--- config.mk ---
export PLATFORM = sky130hd
export DESIGN_NAME = snake_dir_input
export DESIGN_NICKNAME = d
export VERILOG_FILES = /design/src/rtl/snake_dir_input.sv
export SDC_FILE = /design/constraint.sdc
export NUM_CORES = 1
export LEC_CHECK = 0
export CAP_MARGIN = 10
export CORE_MARGIN = 2
export CORE_UTILIZATION = 66
export CTS_CLUSTER_SIZE = 25
export DETAILED_ROUTE_END_ITERATION = 8
export PLACE_DENSITY = 0.82
export SLEW_MARGIN = 5
export SYNTH_ARGS = -nofsm -noshare
export SYNTH_HDL_FRONTEND = slang
export SYNTH_SLANG_ARGS = --single-unit
--- constraint.sdc ---
create_clock -name clk -period 7 [get_ports clk]
set_clock_uncertainty 0.2 [all_clocks]
set_input_delay 1.4 -clock clk [delete_from_list [all_inputs] [get_ports clk]]
set_output_delay 1.4 -clock clk [all_outputs]
set_load 0.005 [all_outputs]
--- src/rtl/snake_dir_input.sv ---
// Snake heading input stage: sync + debounce 4 buttons, filter illegal turns, queue legal ones (SNAKE_DIR_DROP_CNT_EN adds drop_cnt).
// Latency: raw edge to queue entry 2+DEBOUNCE_CYCLES cycles; step pops to dir_out/turn_pulse next cycle.
// Backpressure: none upstream; a legal turn arriving at a full queue without a coincident step is dropped.
module snake_dir_input #(
   parameter int DEBOUNCE_CYCLES = 500000,
   parameter int QDEPTH_LOG2     = 1
) (
   input  logic                   clk,
   input  logic                   reset,
   input  logic [3:0]             btn_raw,
   input  logic                   step,
   input  logic                   restart,
   output logic [1:0]             dir_out,
   output logic                   turn_pulse,
   output logic [QDEPTH_LOG2:0]   q_count
`ifdef SNAKE_DIR_DROP_CNT_EN
   ,
   output logic [7:0]             drop_cnt
`endif
);

   localparam int CNT_W = $clog2(DEBOUNCE_CYCLES);
   localparam int DEPTH = 1 << QDEPTH_LOG2;
   localparam int QC_W  = QDEPTH_LOG2 + 1;
   localparam logic [CNT_W-1:0]       CNT_LAST = CNT_W'(DEBOUNCE_CYCLES - 1);
   localparam logic [CNT_W-1:0]       CNT_ONE  = CNT_W'(1);
   localparam logic [QC_W-1:0]        QC_FULL  = QC_W'(DEPTH);
   localparam logic [QC_W-1:0]        QC_ONE   = QC_W'(1);
   localparam logic [QDEPTH_LOG2-1:0] PTR_ONE  = QDEPTH_LOG2'(1);

   logic [3:0]             sync1, sync2, deb;
   logic [CNT_W-1:0]       cnt [4];
   logic [3:0]             flip, rise;
   logic [1:0]             mem [DEPTH];
   logic [QDEPTH_LOG2-1:0] head, tail, tail_last;
   logic                   cand_vld, legal, full, accepted, do_pop, do_push;
   logic [1:0]             cand, ref_dir;

   // A press is taken on the same edge that the debounced state rises.
   always_comb begin
      flip = 4'b0000;
      rise = 4'b0000;
      for (int i = 0; i < 4; i++) begin
         flip[i] = (sync2[i] != deb[i]) && (cnt[i] == CNT_LAST);
         rise[i] = flip[i] & ~deb[i];
      end
   end

   always_ff @(posedge clk or posedge reset) begin
      if (reset) begin
         sync1 <= 4'b0000;
         sync2 <= 4'b0000;
         deb   <= 4'b0000;
         for (int i = 0; i < 4; i++) cnt[i] <= '0;
      end else begin
         sync1 <= btn_raw;
         sync2 <= sync1;
         for (int i = 0; i < 4; i++) begin
            if (sync2[i] == deb[i]) begin
               cnt[i] <= '0;
            end else if (flip[i]) begin
               cnt[i] <= '0;
               deb[i] <= ~deb[i];
            end else begin
               cnt[i] <= cnt[i] + CNT_ONE;
            end
         end
      end
   end

   always_comb begin
      cand_vld  = |rise;
      cand      = rise[0] ? 2'd0 : rise[1] ? 2'd1 : rise[2] ? 2'd2 : 2'd3;
      tail_last = tail - PTR_ONE;
      ref_dir   = (q_count != '0) ? mem[tail_last] : dir_out;
      legal     = (cand != ref_dir) && (cand != (ref_dir ^ 2'b10));
      full      = (q_count == QC_FULL);
      accepted  = legal && (!full || step);
      do_pop    = step && (q_count != '0) && !restart;
      do_push   = cand_vld && accepted && !restart;
   end

   // On a full queue with push+pop, tail equals head; the head is read before it is overwritten.
   always_ff @(posedge clk or posedge reset) begin
      if (reset) begin
         dir_out    <= 2'b01;
         turn_pulse <= 1'b0;
         q_count    <= '0;
         head       <= '0;
         tail       <= '0;
         for (int i = 0; i < DEPTH; i++) mem[i] <= 2'b00;
      end else if (restart) begin
         dir_out    <= 2'b01;
         turn_pulse <= 1'b0;
         q_count    <= '0;
         head       <= '0;
         tail       <= '0;
      end else begin
         turn_pulse <= do_pop && (mem[head] != dir_out);
         if (do_pop) begin
            dir_out <= mem[head];
            head    <= head + PTR_ONE;
         end
         if (do_push) begin
            mem[tail] <= cand;
            tail      <= tail + PTR_ONE;
         end
         if (do_push && !do_pop)      q_count <= q_count + QC_ONE;
         else if (do_pop && !do_push) q_count <= q_count - QC_ONE;
      end
   end

`ifdef SNAKE_DIR_DROP_CNT_EN
   logic [2:0] n_press, discards;
   logic [8:0] drop_sum;

   always_comb begin
      n_press  = {2'b00, rise[0]} + {2'b00, rise[1]} + {2'b00, rise[2]} + {2'b00, rise[3]};
      discards = (cand_vld ? (n_press - 3'd1) : 3'd0) + {2'b00, cand_vld & ~accepted};
      drop_sum = {1'b0, drop_cnt} + {6'b000000, discards};
   end

   always_ff @(posedge clk or posedge reset) begin
      if (reset)          drop_cnt <= 8'd0;
      else if (restart)   drop_cnt <= 8'd0;
      else if (drop_sum[8]) drop_cnt <= 8'hFF;
      else                drop_cnt <= drop_sum[7:0];
   end
`endif

endmodule
==> flow_metrics.py <==
metrics = {
    "die": {
        "coreArea_um2": 6830,
        "rows": 30,
        "die_h_um": 88.4,
        "die_area_um2": 7810,
        "io_pins": 13,
        "die_x_um": 88.4,
        "start_util_pct": 68.8,
    },
    "timing": {
        "holdWs_ns": 0.162,
        "max_freq_mhz": 326,
        "rsz0062_at_grt": "false",
        "drv_slew": 0,
        "tns_ns": 0,
        "period_minus_slack_ns": 3.06,
        "finalSetupViolCount": 0,
        "finalHoldViolCount": 0,
        "maxSlewHeadroom_pct": 34.4,
        "worstMarginPinSlew_ns": 0.984,
        "fin_crit_sh_pct": 43.8,
    },
    "critical_path": {
        "critical_path.max_fanout": 4,
        "path_buf_inv": 1,
        "cp_cell_sequence": "clkdlybuf4s50_1",
        "worstSetupEndpointType": "primary output",
        "reg2reg_setup_slack_ns": 4.09,
        "timing.rr.start": "cnt[57]$_DFF_PP0_",
        "cp_top_family": "flip-flops",
        "start_kind": "flip-flop",
        "critPathKind": "reg -> out",
        "slowest_delay_ns": 0.58,
        "cpMaxStageDelayCell": "dfstp_2",
        "worstPathRequired_ns": 5.40,
        "arrival_ns": 1.46,
        "r2r_cells": 8,
        "r2r-end": "mem[3]$_DFFE_PP0P_",
    },
    "clocking": {
        "clock_sinks": 99,
        "cts_root_buffer": "clkbuf_8",
        "cts-htree-levels": 3,
        "cts_hold_buf": 0,
        "clk_pin_slew_worst_paths_ns": 0.10,
        "cts-resized-gates": 0,
        "tritoncts": "done",
        "cts_max_path_buffers": 2,
        "worst_skew_pair.late_latency_ns": 0.36,
        "cts_made_buffers": 9,
        "post_cts_buffers": 0,
    },
    "global_route": {
        "grt_pass1_wl_um": 14600,
        "grt_max_degree": 81,
        "grtUsageTotal_pct": 24.2,
        "grt_pass1_vias": 3223,
        "gr-total-overflow": 0,
        "grt_antenna_before_repair": 0,
    },
    "logic_synthesis": {
        "async_flop_share_pct": 100,
        "synth_edf_count": 0,
        "yosys-top-cells-count": "dfrtp_1 (98), nor2_1 (84), xor2_1 (51)",
        "synth_nets": 476,
        "synth_compound_area_share_pct": 5.30,
        "synth.most_common_cell": "dfrtp_1",
        "ys_ff_latch": 99,
        "yosysTopAreaCellShare_pct": 52.2,
        "ys.flop_type": "dfrtp_1",
        "synth_area_um2": 4700,
        "synth_cells": 464,
        "yosysTopAreaCell": "dfrtp_1",
        "syn_area_per_cell_um2": 10.1,
        "synthXorXnorAreaFrac_pct": 12.7,
        "synth-adder-area-share_pct": 1.06,
        "yosysSeqAreaShare_pct": 52.7,
        "synth_top_family_by_area": "simple AND/OR/NAND/NOR gates",
        "synthMuxAreaShare_pct": 2.77,
        "synth_warnings": 0,
        "synth.area.top_cells": "dfrtp_1 (52%), xor2_1 (9.5%), nor2_1 (6.7%), nand3_1 (4.5%), xnor2_1 (3.2%)",
        "synth_cell_types": 51,
        "synth-simple-area-share_pct": 24.0,
    },
    "cells_and_area": {
        "finalInstanceArea_um2": 5140,
        "areaGrowthSynthToFinish_pct": 9.45,
        "post-route-util_pct": 75.3,
        "nets": 496,
        "drive_gt1_share_pct": 6.95,
        "n_antenna_cell": 0,
    },
    "route": {
        "routed_wl_um": 8450,
        "first_pass_iters": 4,
        "via_per_inst": 5.63,
        "drt_iter0_drc": 180,
        "ant_nets": 0,
        "wire_per_inst_um": 14.4,
        "route.vias.total": 3296,
        "remaining_drc_errors": 0,
    },
    "placed_design": {
        "hpwl_um": 5920,
        "port_buffers": 12,
        "gp_congestion": 0.803,
        "dpl_cell_area_um2": 4940,
    },
    "pwr": {
        "total_power_mw": 1.00,
        "powerDensity_nw_per_um2": 194,
        "p_leak_nw": 2.28,
        "vdd_drop_max_mv": 0.165,
    },
    "run_status": {
        "status": "completed",
    },
    "worst_hold_path": {
        "hp-start": "sync1[1]$_DFF_PP0_",
        "holdPathStages": 0,
        "hold_class": "reg -> reg",
        "hold_end": "sync2[1]$_DFF_PP0_",
    },
    "flow_run": {
        "max_cap_violations": 0,
    },
}
==> registers in the layout, indices dropped and copies added, names as in the netlist <==
signal      flops
turn_pulse      1
mem             4
dir_out         2
sync2           4
tail            1
deb             4
cnt            76
sync1           4
head            1
q_count         2
==> where the power goes <==
group | switching, mW | internal [mW]
logic | 0.0257 | 0.0115
clock network | 0.204 | 0.170
registers | 0.00862 | 0.579
==> stage by stage <==
step,setup slack [ns],std cells
floorplan,2.81,464
global placement,3.77,569
detailed placement,3.74,569
CTS,3.92,585
finish,3.94,585
global route,3.89,585
==> cell families (layout without fill, tap and decap cells) <==
group / Yosys count / count (layout)
AND/OR/NAND/NOR: 225 / 225
flip-flops: 99 / 99
XOR/XNOR: 68 / 68
AO/OA/AOI/OAI: 38 / 38
buffers and inverters: 18 / 43
multiplexers: 12 / 12
adder cells (fa/ha/maj): 4 / 4
==> layout by cell type, fill, tap and decap left out, types with 2 or more instances in the layout <==
| master | count |
|---|---|
| xor2_1 | 51 |
| nand2b_1 | 2 |
| clkdlybuf4s50_1 | 12 |
| nor4b_1 | 3 |
| or4_4 | 2 |
| ha_1 | 4 |
| a21oi_1 | 12 |
| buf_4 | 2 |
| nand3_1 | 42 |
| inv_1 | 12 |
| nand3b_1 | 2 |
| o21ai_1 | 3 |
| nor2_1 | 84 |
| o211ai_1 | 2 |
| nor3_1 | 5 |
| mux2_2 | 4 |
| mux2i_1 | 4 |
| nand2_1 | 30 |
| nor4_1 | 4 |
| dfrtp_1 | 98 |
| and3_1 | 17 |
| inv_6 | 3 |
| clkinv_4 | 2 |
| xnor2_1 | 17 |
| nand4_1 | 5 |
| or3_1 | 10 |
| o21ai_0 | 9 |
| clkbuf_8 | 9 |
| mux2_1 | 4 |
| nor2b_1 | 4 |
| and4_1 | 4 |
==> routing by layer <==
metal,vias up,GRT usage (%),part of all wire [%]
met1,1604,31.3,46
met2,56,40.9,50
met4,0,5.92,0.88
met3,6,6.62,2.9
met5,-,0,0
li1,1630,-,-
==> layout make-up <==
cell class / instances / area, µm²
clock buffers: 9 / 124
clock inverters: 7 / 81.3
fillers: 481 / 1690
inverters: 13 / 51.3
multi-input cells: 347 / 2150
flip-flops and latches: 99 / 2480
well taps: 96 / 120
repair buffers: 14 / 135
==> worst max-delay path by stage <==
stage / cells past startpoint / start / endpoint / slack, ns
CTS: 1 / dir_out[0]$_DFFE_PP1P_ / dir_out[0] / 3.92
detailed placement: 3 / reset / cnt[67]$_DFF_PP0_ / 3.74
floorplan: 1 / reset / cnt[0]$_DFF_PP0_ / 2.81
global placement: 3 / reset / cnt[68]$_DFF_PP0_ / 3.77
global route: 1 / dir_out[0]$_DFFE_PP1P_ / dir_out[0] / 3.89
finish: 1 / dir_out[0]$_DFFE_PP1P_ / dir_out[0] / 3.94
Power figures use the tool's default switching activity.
